[src/rtl/hazard_scoreboard.sv]
// hazard_scoreboard
// Tracks the destinations of instructions that have left D and are still in
// flight (stage 1 = E ... stage STAGES = W). From that record it decides
// whether the D-stage instruction has to stall, and which stage each of its
// sources can be forwarded from.
// Two more stall sources share the same Stall output:
//   - a multi-cycle multiply/divide unit (MDU) that is still busy;
//   - an eret that must wait for an in-flight EPC write.
// A saturating counter records how many cycles were spent stalled.
module hazard_scoreboard #(
    parameter int STAGES   = 3,
    parameter int TW       = 2,
    parameter int MULT_LAT = 5,
    parameter int DIV_LAT  = 10,
    parameter int CNT_W    = 32
) (
    input  logic             clk,
    input  logic             reset,
    input  logic [4:0]       D_A1,
    input  logic [4:0]       D_A2,
    input  logic [TW-1:0]    T_use_RS,
    input  logic [TW-1:0]    T_use_RT,
    input  logic [4:0]       D_A3,
    input  logic             D_RFWr,
    input  logic [TW-1:0]    D_Tnew,
    input  logic             D_MTC0_EPC,
    input  logic             D_eret,
    input  logic             D_MDU_related,
    input  logic             D_MDU_start,
    input  logic             D_MDU_div,
    input  logic             flush,
    output logic             Stall,
    output logic [2:0]       Fwd_D_RS_Sel,
    output logic [2:0]       Fwd_D_RT_Sel,
    output logic             mdu_busy,
    output logic [CNT_W-1:0] stall_cnt
);

    localparam int MDU_MAX = (DIV_LAT > MULT_LAT) ? DIV_LAT : MULT_LAT;
    localparam int MDU_W   = $clog2(MDU_MAX + 1);

    // Result of searching the tracked stages for one source register.
    typedef struct packed {
        logic          hit;
        logic [2:0]    idx;
        logic [TW-1:0] tnew;
    } match_t;

    // Per-stage tracking state; index k is the stage number (1 = E).
    logic [STAGES:1]         vld_q, vld_d;
    logic [STAGES:1]         wr_q, wr_d;
    logic [STAGES:1][4:0]    a3_q, a3_d;
    logic [STAGES:1][TW-1:0] tnew_q, tnew_d;

    // The EPC flag only matters while the write is still ahead of the last
    // stage, so the last stage does not keep a copy of it.
    logic [STAGES-1:1]       epc_q, epc_d;

    logic [MDU_W-1:0]        mdu_q, mdu_d;
    logic [CNT_W-1:0]        cnt_q, cnt_d;

    match_t rs_m, rt_m;
    logic   rs_stall, rt_stall, mdu_stall, eret_stall, epc_pending;

    // Ready-time countdown: saturates at zero.
    function automatic logic [TW-1:0] dec_sat(input logic [TW-1:0] v);
        return (v == '0) ? v : v - TW'(1);
    endfunction

    // Stall-cycle counter step: saturates at all-ones.
    function automatic logic [CNT_W-1:0] inc_sat(input logic [CNT_W-1:0] v);
        return (v == '1) ? v : v + CNT_W'(1);
    endfunction

    // Return the youngest tracked producer of src.
    // $0 never matches.
    function automatic match_t find_match(
        input logic [4:0]              src,
        input logic [STAGES:1]         vld,
        input logic [STAGES:1]         wr,
        input logic [STAGES:1][4:0]    a3,
        input logic [STAGES:1][TW-1:0] tnew
    );
        match_t m;
        m = '0;
        // Walk from the oldest stage to the youngest.
        // A younger match therefore overwrites (masks) an older one.
        for (int k = STAGES; k >= 1; k--) begin
            if (vld[k] && wr[k] && (a3[k] == src) && (src != 5'd0)) begin
                m.hit  = 1'b1;
                m.idx  = 3'(k);
                m.tnew = tnew[k];
            end
        end
        return m;
    endfunction

    assign mdu_busy  = (mdu_q != '0);
    assign stall_cnt = cnt_q;

    // Hazard detection and forwarding select.
    // Purely combinational from the tracked state and the D-stage inputs.
    always_comb begin
        rs_m = find_match(D_A1, vld_q, wr_q, a3_q, tnew_q);
        rt_m = find_match(D_A2, vld_q, wr_q, a3_q, tnew_q);

        rs_stall  = rs_m.hit && (rs_m.tnew > T_use_RS);
        rt_stall  = rt_m.hit && (rt_m.tnew > T_use_RT);
        mdu_stall = D_MDU_related && mdu_busy;

        epc_pending = 1'b0;
        for (int k = 1; k < STAGES; k++) begin
            epc_pending = epc_pending | (vld_q[k] & epc_q[k]);
        end
        eret_stall = D_eret && epc_pending;

        Stall = rs_stall | rt_stall | mdu_stall | eret_stall;

        // A producer can forward only once its value is ready (tnew == 0).
        Fwd_D_RS_Sel = (rs_m.hit && (rs_m.tnew == '0)) ? rs_m.idx : 3'd0;
        Fwd_D_RT_Sel = (rt_m.hit && (rt_m.tnew == '0)) ? rt_m.idx : 3'd0;
    end

    // Next state: advance the stage record, step the MDU countdown and the
    // stall counter.
    always_comb begin
        vld_d  = vld_q;
        wr_d   = wr_q;
        a3_d   = a3_q;
        tnew_d = tnew_q;
        epc_d  = epc_q;
        mdu_d  = mdu_q;
        cnt_d  = cnt_q;

        // --- D -> stage 1: a stalled or flushed D inserts a bubble ---
        vld_d[1]  = ~Stall & ~flush;
        wr_d[1]   = D_RFWr;
        a3_d[1]   = D_A3;
        tnew_d[1] = D_Tnew;
        epc_d[1]  = D_MTC0_EPC;

        // --- stage k-1 -> stage k: the ready countdown ticks down ---
        for (int k = 2; k <= STAGES; k++) begin
            vld_d[k]  = vld_q[k-1] & ~flush;
            wr_d[k]   = wr_q[k-1];
            a3_d[k]   = a3_q[k-1];
            tnew_d[k] = dec_sat(tnew_q[k-1]);
        end
        for (int k = 2; k < STAGES; k++) begin
            epc_d[k] = epc_q[k-1];
        end

        // An MDU op starts only when it actually leaves D.
        // flush deliberately leaves the MDU countdown alone.
        if (D_MDU_start && !Stall) begin
            mdu_d = D_MDU_div ? MDU_W'(DIV_LAT) : MDU_W'(MULT_LAT);
        end else if (mdu_q != '0) begin
            mdu_d = mdu_q - MDU_W'(1);
        end

        if (Stall) begin
            cnt_d = inc_sat(cnt_q);
        end
    end

    // State registers.
    // The asynchronous reset empties the scoreboard and aborts any MDU op.
    always_ff @(posedge clk or posedge reset) begin
        if (reset) begin
            vld_q  <= '0;
            wr_q   <= '0;
            a3_q   <= '0;
            tnew_q <= '0;
            epc_q  <= '0;
            mdu_q  <= '0;
            cnt_q  <= '0;
        end else begin
            vld_q  <= vld_d;
            wr_q   <= wr_d;
            a3_q   <= a3_d;
            tnew_q <= tnew_d;
            epc_q  <= epc_d;
            mdu_q  <= mdu_d;
            cnt_q  <= cnt_d;
        end
    end

endmodule

[config.mk]
export PLATFORM = sky130hd
export DESIGN_NAME = hazard_scoreboard
export DESIGN_NICKNAME = d
export VERILOG_FILES = /design/src/rtl/hazard_scoreboard.sv
export SDC_FILE = /design/constraint.sdc
export NUM_CORES = 1
export LEC_CHECK = 0
export BUFFER_PORTS_ARGS = -buffer_cell sky130_fd_sc_hd__buf_2
export CAP_MARGIN = 10
export CORE_ASPECT_RATIO = 1.75
export CORE_UTILIZATION = 50
export CTS_CLUSTER_SIZE = 10
export DETAILED_ROUTE_END_ITERATION = 12
export MAX_ROUTING_LAYER = met4
export PLACE_DENSITY = 0.74
export SYNTH_ARGS = -nofsm -noshare
export SYNTH_HDL_FRONTEND = slang
export SYNTH_SLANG_ARGS = --single-unit
[constraint.sdc]
create_clock -name clk -period 4.3 [get_ports clk]
set_clock_uncertainty 0.2 [all_clocks]
set_input_delay 0.43 -clock clk [delete_from_list [all_inputs] [get_ports clk]]
set_output_delay 0.43 -clock clk [all_outputs]
set_load 0.02 [all_outputs]
==> results of run 1 <==
per-layer routing:
layer	track usage	part of all wire	up-vias
met5	-	0	-
met4	0.110	0.021	0
met3	0.0412	0.039	12
met2	0.411	0.56	65
met1	0.239	0.38	1236
li1	-	-	1221
where the power goes:
group,leakage [nW],internal (W),switching [W]
Combinational,1.07,0.000172,0.000206
Clock,0.144,0.000453,0.000233
Sequential,0.819,0.000685,0.0000758
Total,2.03,0.00131,0.000515
placed cells by master, fill, tap and decap left out, drive strengths merged, types with 3 or more instances in the layout:
| master | instances |
|---|---|
| or4 | 5 |
| nor2 | 17 |
| a22o | 4 |
| ha | 7 |
| nand4 | 12 |
| nor3 | 16 |
| nand3 | 22 |
| clkinv | 3 |
| clkbuf | 10 |
| xnor2 | 31 |
| and3 | 9 |
| mux2 | 6 |
| or3 | 3 |
| mux2i | 5 |
| nor2b | 6 |
| buf | 70 |
| inv | 10 |
| and2 | 4 |
| nand2 | 15 |
| nor4 | 13 |
| dfrtp | 65 |
| a21oi | 4 |
| xor2 | 32 |
cells by family after synthesis:
family,share of synthesized area
buf+inv,0.0318
other cells,0.00112
xor+xnor,0.165
compound gates,0.0269
mux,0.0385
flops,0.486
simple gates,0.225
fa+ha+maj,0.0262
cell usage after synthesis (2+ instances only):
| master | instances | area, um^2 |
|---|---|---|
| nand4_1 | 12 | 75.1 |
| nand3_1 | 22 | 110 |
| buf_6 | 2 | 22.5 |
| nand2_1 | 14 | 52.6 |
| buf_4 | 2 | 15.0 |
| mux2_4 | 3 | 45.0 |
| nor4_2 | 3 | 37.5 |
| nor3_1 | 15 | 75.1 |
| mux2i_1 | 5 | 50.1 |
| buf_2 | 2 | 10.0 |
| or4_1 | 3 | 22.5 |
| a22o_1 | 4 | 35.0 |
| nor4_1 | 10 | 62.6 |
| xnor2_1 | 31 | 272 |
| or3_1 | 3 | 18.8 |
| and2_1 | 4 | 25.0 |
| nor2b_1 | 6 | 37.5 |
| nor2_1 | 15 | 56.3 |
| and3_1 | 9 | 56.3 |
| inv_1 | 9 | 33.8 |
| a21oi_1 | 4 | 20.0 |
| dfrtp_1 | 65 | 1630 |
| xor2_1 | 32 | 280 |
| nor4b_1 | 2 | 17.5 |
| mux2_2 | 3 | 33.8 |
| ha_1 | 7 | 87.6 |
| clkbuf_1 | 5 | 18.8 |
flip-flops by register name, summed over array words and instances, names as in the netlist:
name and flops:
a3_d 10, a3_q 5, epc_q 2, mdu_q 4, stall_cnt 32, tnew_q 6, vld_q 3, wr_q 3
metrics by stage:
step / utilization / power (W) / setup WS [ps]
6_report: 0.624 / 0.00183 / 224
5_1_grt: 0.624 / 0.00192 / 4.24
2_1_floorplan: - / 0.00103 / 739
3_3_place_gp: 0.579 / 0.00114 / 357
4_1_cts: 0.623 / 0.00185 / 126
3_5_place_dp: 0.579 / 0.00115 / 273
path summary, 6_finish.rpt:
kind                                    start                   endpoint  slack, ps  depth (start not counted)
min                                   D_A3[3]          a3_d[8]$_DFF_PP0_         10                          1
min in group asynchronous               reset  stall_cnt[20]$_DFFE_PP0P_         80                          2
max                        a3_d[14]$_DFF_PP0_                      Stall        220                         13
max in group asynchronous               reset   stall_cnt[1]$_DFFE_PP0P_       3010                          3
min reg2reg                 wr_q[2]$_DFF_PP0_          wr_q[3]$_DFF_PP0_        170                          0
max reg2reg                a3_d[14]$_DFF_PP0_       mdu_q[1]$_DFFE_PP0P_        520                         14
layout make-up:
class,instances,area share
clock buffer,10,0.0590
tap,82,0.0253
clock inverter,4,0.0111
sequential,65,0.402
inverter,10,0.00989
timing repair buffer,70,0.0915
multi-input combinational,225,0.401
timing repair:
| item | 4_1_cts | 5_1_grt |
|---|---|---|
| resized for setup | 0 | 1 |
| buffers inserted | 0 | 0 |
| endpoints found under the setup margin | 0 | 1 |
==> metrics, run 1 <==
register bit total from synthesis 65; Ports 70; Layout area overhead 20.9%; Residual DRC 0; Max Slew Vio Count 0; GRT Total Usage 0.229; maxcap violations 0; Min Clock Period, post-route 4080 ps; Port Buf Inserts 67; grt total ovfl 0; first-pass GRT wire length roughly 12,000 um; syn avg cell area around 11 um^2; H-Tree Depth 3; Synth warnings 0; Hold/Removal Path Class in2reg; cell family with most CP delay simple AND/OR/NAND/NOR gates; Post-synth EDFFs 0; First DRT Iteration DRCs approximately 80; endpoints failing hold 0; Crit Path Category reg2out; Max VDD drop 493 uV; gpl congestion 0.880; max incr delay on CP ~600 ps; post-route cell area ~4000 um^2; Post-synth ARST share 1.00; hpwl dp 5450 um; cell mode on critical path a21oi_1; Fill cells 540; chip width between 60 and 70 um; Vias/cell between 5 and 6; Initial Util 0.516; Slowest cell on crit path or4_2; Cell Count, Final, Fillers Out between 400 and 500; Inst Count DP 452; vias ~2,500; unrepaired setup endpoints after global routing false; worst skew pair latency about 320 ps; cell area after synthesis 3350 um^2; Tcrit/Tclk final 0.948; sequential share of the synthesized area 0.486; Crit. End Element output pin; setup TNS 0 ps; critical path startpoint category flip-flop; Distinct cells, synth 45; CTS Buf Count 9; Layout Nets 418; Peak Freq about 250 MHz; Data arrival, critical path 3450 ps; Pleak between 2 and 2.5 nW; floorplan row count 39; pin count of the biggest net entering global routing 43; CTS tree built; Post-Syn Instances 310; CP bufs+invs 3; Slew headroom 0.441; Data required, critical path 3670 ps; core area 6490 um^2; layout cells sized above 1 0.271; final setup fails 0; Placed Area ~3800 um^2; ordered list of cells on the worst path xnor2_1, nand4_1, or4_2, mux2_2, mux2i_1, inv_1, ha_1, a21oi_1, a21oi_1, o31a_1, nor3_4, inv_4, buf_2; Multi-input gate area approximately 1600 um^2; CTS sink count 65; status finished clean; Least-Margin Pin Slew approximately 840 ps; power density over cell area ~450 nW/um^2; Diodes inserted 0; CTS clk-pin slew, worst paths 50 ps; DIE HEIGHT about 110 um; clk root buf clkbuf_16; drt first pass iters 4; Post-Route WL 7190 um; Crit Path Max Fanout 7; WL per Instance around 15 um; initial antenna violation count 0; die area between 7000 and 8000 um^2; Worst Hold Slack 13.0 ps; Hold Buf Count CTS 0; CTS Buffer Depth 2; Reg area ~1600 um^2; ANT nets after route 0; Most used DFF post-synth dfrtp_1; vias in the first global route 2,464
(Power assumes the default switching activity.)
==> run 2, diff against run 1 <==
- CORE_UTILIZATION: 50 -> 35
- PLACE_DENSITY: 0.74 -> default
==> run 2 against run 1 <==
Largest power group is now the clock network. Setup slack improved by 25 ps. Die area increased by 42%. Hold slack got worse by 0.74 ps. Critical path type unchanged. Final area increased by 3.7%. Wire length increased by 8.3%. Clock power increased by 13%.
==> metrics, run 2 (synthesized netlist as in run 1, its figures left out) <==
final setup fails 0; Tcrit/Tclk final 0.942; Sw Pwr 0.000547 W; worst slack at placement between 300 and 400 ps; Residual DRC 0; unrepaired setup endpoints after global routing false; endpoints failing hold 0; Post-Route WL 7780 um; Max Slew Vio Count 0; H-Tree Depth 3; Initial Util 0.366; Port Buf Inserts 67; P_int around 0.0014 W; CTS clk-pin slew, worst paths approximately 50 ps; grt total ovfl 0; pin count of the biggest net entering global routing 39; die area about 10000 um^2; max reg flops 32; Peak Freq ~250 MHz; drt first pass iters 4; core area between 9000 and 10,000 um^2; Crit. End Element output pin; maxcap violations 0; first-pass GRT wire length roughly 13,000 um; Crit Path Max Fanout 7; Least-Margin Pin Slew between 800 and 900 ps; sequential power share 0.394; gpl congestion 0.883; Hold Crit Depth 1; Worst Hold Slack ~12 ps; DIE HEIGHT 131 um; Hold/Removal Path Class in2reg; worst skew pair latency ~330 ps; hpwl dp about 5800 um; WL per Instance 15.2 um; Slew headroom 0.465; clk root buf clkbuf_16; CTS Buffer Depth 2; Combinational Power Share 0.207; ANT nets after route 0; critical path startpoint category flip-flop; CTS tree built; chip width about 76 um; CTS sink count 65; final setup margin ~250 ps; CTS Buf Count 9; WHS Endpoint wr_q[1]$_DFF_PP0_; Worst Setup SP a3_d[13]$_DFF_PP0_; clock share of power 0.400; reg-to-reg startpoint a3_d[13]$_DFF_PP0_; floorplan row count 46; Crit Path Category reg2out; GRT Total Usage 0.167; initial antenna violation count 0; Data arrival, critical path about 3400 ps; post-route cell area 4200 um^2; First DRT Iteration DRCs 84; vias in the first global route 2,693; Vias/cell slightly above 5; power density over cell area around 460 nW/um^2; commonest non-fill, non-tap cells in the layout buf_2, dfrtp_1, xor2_1, xnor2_1, nand3_1; Reg2Reg Depth 15; Ports 70; HP Start D_RFWr; r2r setup slk approximately 530 ps; status finished clean; Placed Area around 3800 um^2; commonest non-fill, non-tap cell in the layout buf_2; Diodes inserted 0; Max VDD drop between 300 and 400 uV; Layout area overhead 25.4%; Sw Ratio 0.283; vias around 2,600; Min Clock Period, post-route about 4100 ps; reg2reg end mdu_q[1]$_DFFE_PP0P_; layout cells sized above 1 0.284; Layout Nets between 400 and 500; Data required, critical path ~3700 ps; Pleak a little over 2 nW; setup TNS 0 ps
run 2: routing by layer:
metal / vias to the layer above / share of wire / GRT usage
met2: 69 / 0.55 / 0.295
met1: 1252 / 0.39 / 0.174
met5: - / 0 / -
li1: 1237 / - / -
met4: 0 / 0.026 / 0.0951
met3: 16 / 0.032 / 0.0271
run 2: layout make-up:
type / instances / area [um^2]
fill: 875 / 4950
multi-input combinational: 225 / 1630
sequential: 65 / 1630
timing repair buffer: 76 / 435
clock buffer: 10 / 239
tap: 120 / 150
clock inverter: 5 / 80.1
inverter: 10 / 40.0
run 2: per-stage QoR:
step	total power, W	std cells	util
floorplan	0.00103	311	-
global placement	0.00115	491	0.417
detailed placement	0.00115	491	0.417
CTS	0.00194	507	0.453
global route	0.00203	511	0.459
finish	0.00194	511	0.459
run 2: worst max-delay path by stage:
stage | end | cells past startpoint
finish | Stall | 14
global route | Stall | 14
CTS | Stall | 14
detailed placement | Stall | 15
global placement | Stall | 15
floorplan | stall_cnt[2]$_DFFE_PP0P_ | 14
run 2: what timing repair did:
action | in CTS | in global routing
hold endpoints to repair | 1 | 0
endpoints found under the setup margin | 0 | 1
setup buffers | 0 | 3
gates resized for setup | 0 | 2
hold buffers | 1 | 0
run 2: power by group through the flow:
stage	clock (W)	sequential (W)	combinational, W
2_1_floorplan	0	0.000796	0.000235
3_3_place_gp	0	0.000770	0.000376
3_5_place_dp	0	0.000773	0.000381
4_1_cts	0.000794	0.000764	0.000385
5_1_grt	0.000815	0.000773	0.000439
6_report	0.000774	0.000763	0.000401
run 2: worst max-delay path, stage by stage, from the launching register on:
cell	delay, ps
dfrtp_1	410
xnor2_1	170
nand4_1	120
or4_2	610
mux2_2	310
mux2i_2	170
inv_1	70
ha_1	290
a21oi_1	130
a21oi_1	50
o31a_1	130
nor3_4	280
buf_12	160
inv_4	50
buf_2	150
==> run 3, diff against run 2 <==
- HOLD_SLACK_MARGIN: default -> 0.05
- RECOVER_POWER: default -> 25
- SETUP_SLACK_MARGIN: default -> 0.02
==> run 3 against run 2 <==
Critical path depth is the same. Non-clock buffer count grew 8. Clock power is essentially flat. Setup slack lost 0.65 ps. Critical endpoint unchanged. Wire length grew 1.2%. Critical path type unchanged.
==> metrics, run 3 (synthesized netlist as in run 1, its figures left out) <==
power density over cell area between 400 and 500 nW/um^2; floorplan row count 46; final setup fails 0; endpoints failing hold 0; die area 9980 um^2; First DRT Iteration DRCs slightly above 70; clk root buf clkbuf_16; reg2reg end mdu_q[1]$_DFFE_PP0P_; Fill cells 866; Diodes inserted 0; CTS Buf Count 9; CTS sink count 65; worst setup path end Stall; Reg2Reg Depth 15; Min Clock Period, post-route 4050 ps; ANT nets after route 0; core area ~9200 um^2; post-layout util 0.468; Worst Setup SP a3_d[13]$_DFF_PP0_; ordered list of cells on the worst path xnor2_1, nand4_1, or4_2, mux2_2, mux2i_2, inv_1, ha_1, a21oi_1, a21oi_1, o31a_1, nor3_4, buf_12, inv_4, buf_2; Layout area overhead 27.8%; first-pass GRT wire length roughly 13,000 um; worst skew pair latency about 330 ps; r2r setup slk 520 ps; Max Slew Vio Count 0; gpl congestion between 0.8 and 0.9; initial antenna violation count 0; Crit Path Max Fanout 7; Vias/cell approximately 5.0; Ports 70; Max VDD drop slightly below 400 uV; unrepaired setup endpoints after global routing false; Data required, critical path 3670 ps; H-Tree Depth 3; maxcap violations 0; vias 2,602; reg-to-reg startpoint a3_d[13]$_DFF_PP0_; pin count of the biggest net entering global routing 39; Hold/Removal Path Class in2reg; critical path startpoint category flip-flop; vias in the first global route 2,730; grt total ovfl 0; Peak Freq between 200 and 250 MHz; Post-Route WL around 7900 um; Initial Util 0.366; Least-Margin Pin Slew 1450 ps; Layout Nets approximately 430; Crit. End Element output pin; status finished clean; max reg flops 32; Placed Area between 3000 and 4000 um^2; Data arrival, critical path ~3400 ps; chip width ~76 um; DIE HEIGHT roughly 130 um; layout cells sized above 1 0.273; hpwl dp 5800 um; Slowest cell on crit path or4_2; GRT Total Usage 0.169; Port Buf Inserts 67; drt first pass iters 4; CTS clk-pin slew, worst paths ~50 ps; Crit Path Category reg2out; Residual DRC 0; post-route cell area roughly 4300 um^2; commonest non-fill, non-tap cell in the layout buf_2; Slew headroom 0.0331; Tcrit/Tclk final 0.942; cell mode on critical path a21oi_1; Pleak approximately 2.1 nW; CTS Buffer Depth 2; WL per Instance between 15 and 20 um; setup TNS 0 ps; CTS tree built; max incr delay on CP 610 ps; commonest non-fill, non-tap cells in the layout buf_2, dfrtp_1, xor2_1, xnor2_1, nand3_1
[run 3: timing repair]
action                                  CTS  global route
setup buffers                             0             3
endpoints found under the setup margin    0             1
hold buffers                              9             0
endpoints found under the hold margin     9             0
gates resized for setup                   0             2
[run 3: through the flow]
step | hold WS, ps | cells | total power, W | worst slack (ps)
global route | 118 | 519 | 0.00203 | 51.4
finish | 119 | 519 | 0.00194 | 249
CTS | 86.4 | 515 | 0.00195 | 165
global placement | 158 | 491 | 0.00115 | 413
floorplan | 154 | 311 | 0.00103 | 739
detailed placement | 162 | 491 | 0.00115 | 350
[run 3: power breakdown]
group          switching (W)  leakage [nW]  internal [W]  total (W)
Clock               0.000256         0.151      0.000518   0.000774
Sequential         0.0000785         0.819      0.000684   0.000763
Combinational       0.000214          1.14      0.000192   0.000406
[run 3: final cells by class]
cell class / instances / area (um^2) / area share
inverters: 10 / 40.0 / 0.00936
flip-flops and latches: 65 / 1630 / 0.380
clock inverters: 5 / 80.1 / 0.0187
clock buffers: 10 / 239 / 0.0558
repair buffers: 84 / 514 / 0.120
well taps: 120 / 150 / 0.0351
multi-input cells: 225 / 1630 / 0.381
[run 3: layer usage]
metal | GRT usage | routed length, um | vias to the layer above
met1 | 0.176 | 3060 | 1274
met5 | - | 0 | -
met3 | 0.0250 | 257 | 13
met2 | 0.299 | 4360 | 64
li1 | - | - | 1251
met4 | 0.0951 | 195 | 0
[run 3: worst min path at each step]
| stage | startpoint | to | slack [ps] | depth (start not counted) |
|---|---|---|---|---|
| after floorplan | wr_q[1]$_DFF_PP0_ | wr_q[2]$_DFF_PP0_ | 150 | 0 |
| after global placement | wr_q[2]$_DFF_PP0_ | wr_q[3]$_DFF_PP0_ | 160 | 0 |
| after detailed placement | wr_q[2]$_DFF_PP0_ | wr_q[3]$_DFF_PP0_ | 160 | 0 |
| after CTS | reset | stall_cnt[20]$_DFFE_PP0P_ | 90 | 2 |
| after global routing | flush | vld_q[2]$_DFF_PP0_ | 120 | 2 |
| final | flush | vld_q[2]$_DFF_PP0_ | 120 | 2 |
[run 3: critical path, delay by kind of cell, from the launching register on]
family          cells  cell delay (ps)
buf+inv             4              430
simple gates        3             1010
flops               1              410
fa+ha+maj           1              290
xor+xnor            1              170
compound gates      3              310
mux                 2              480
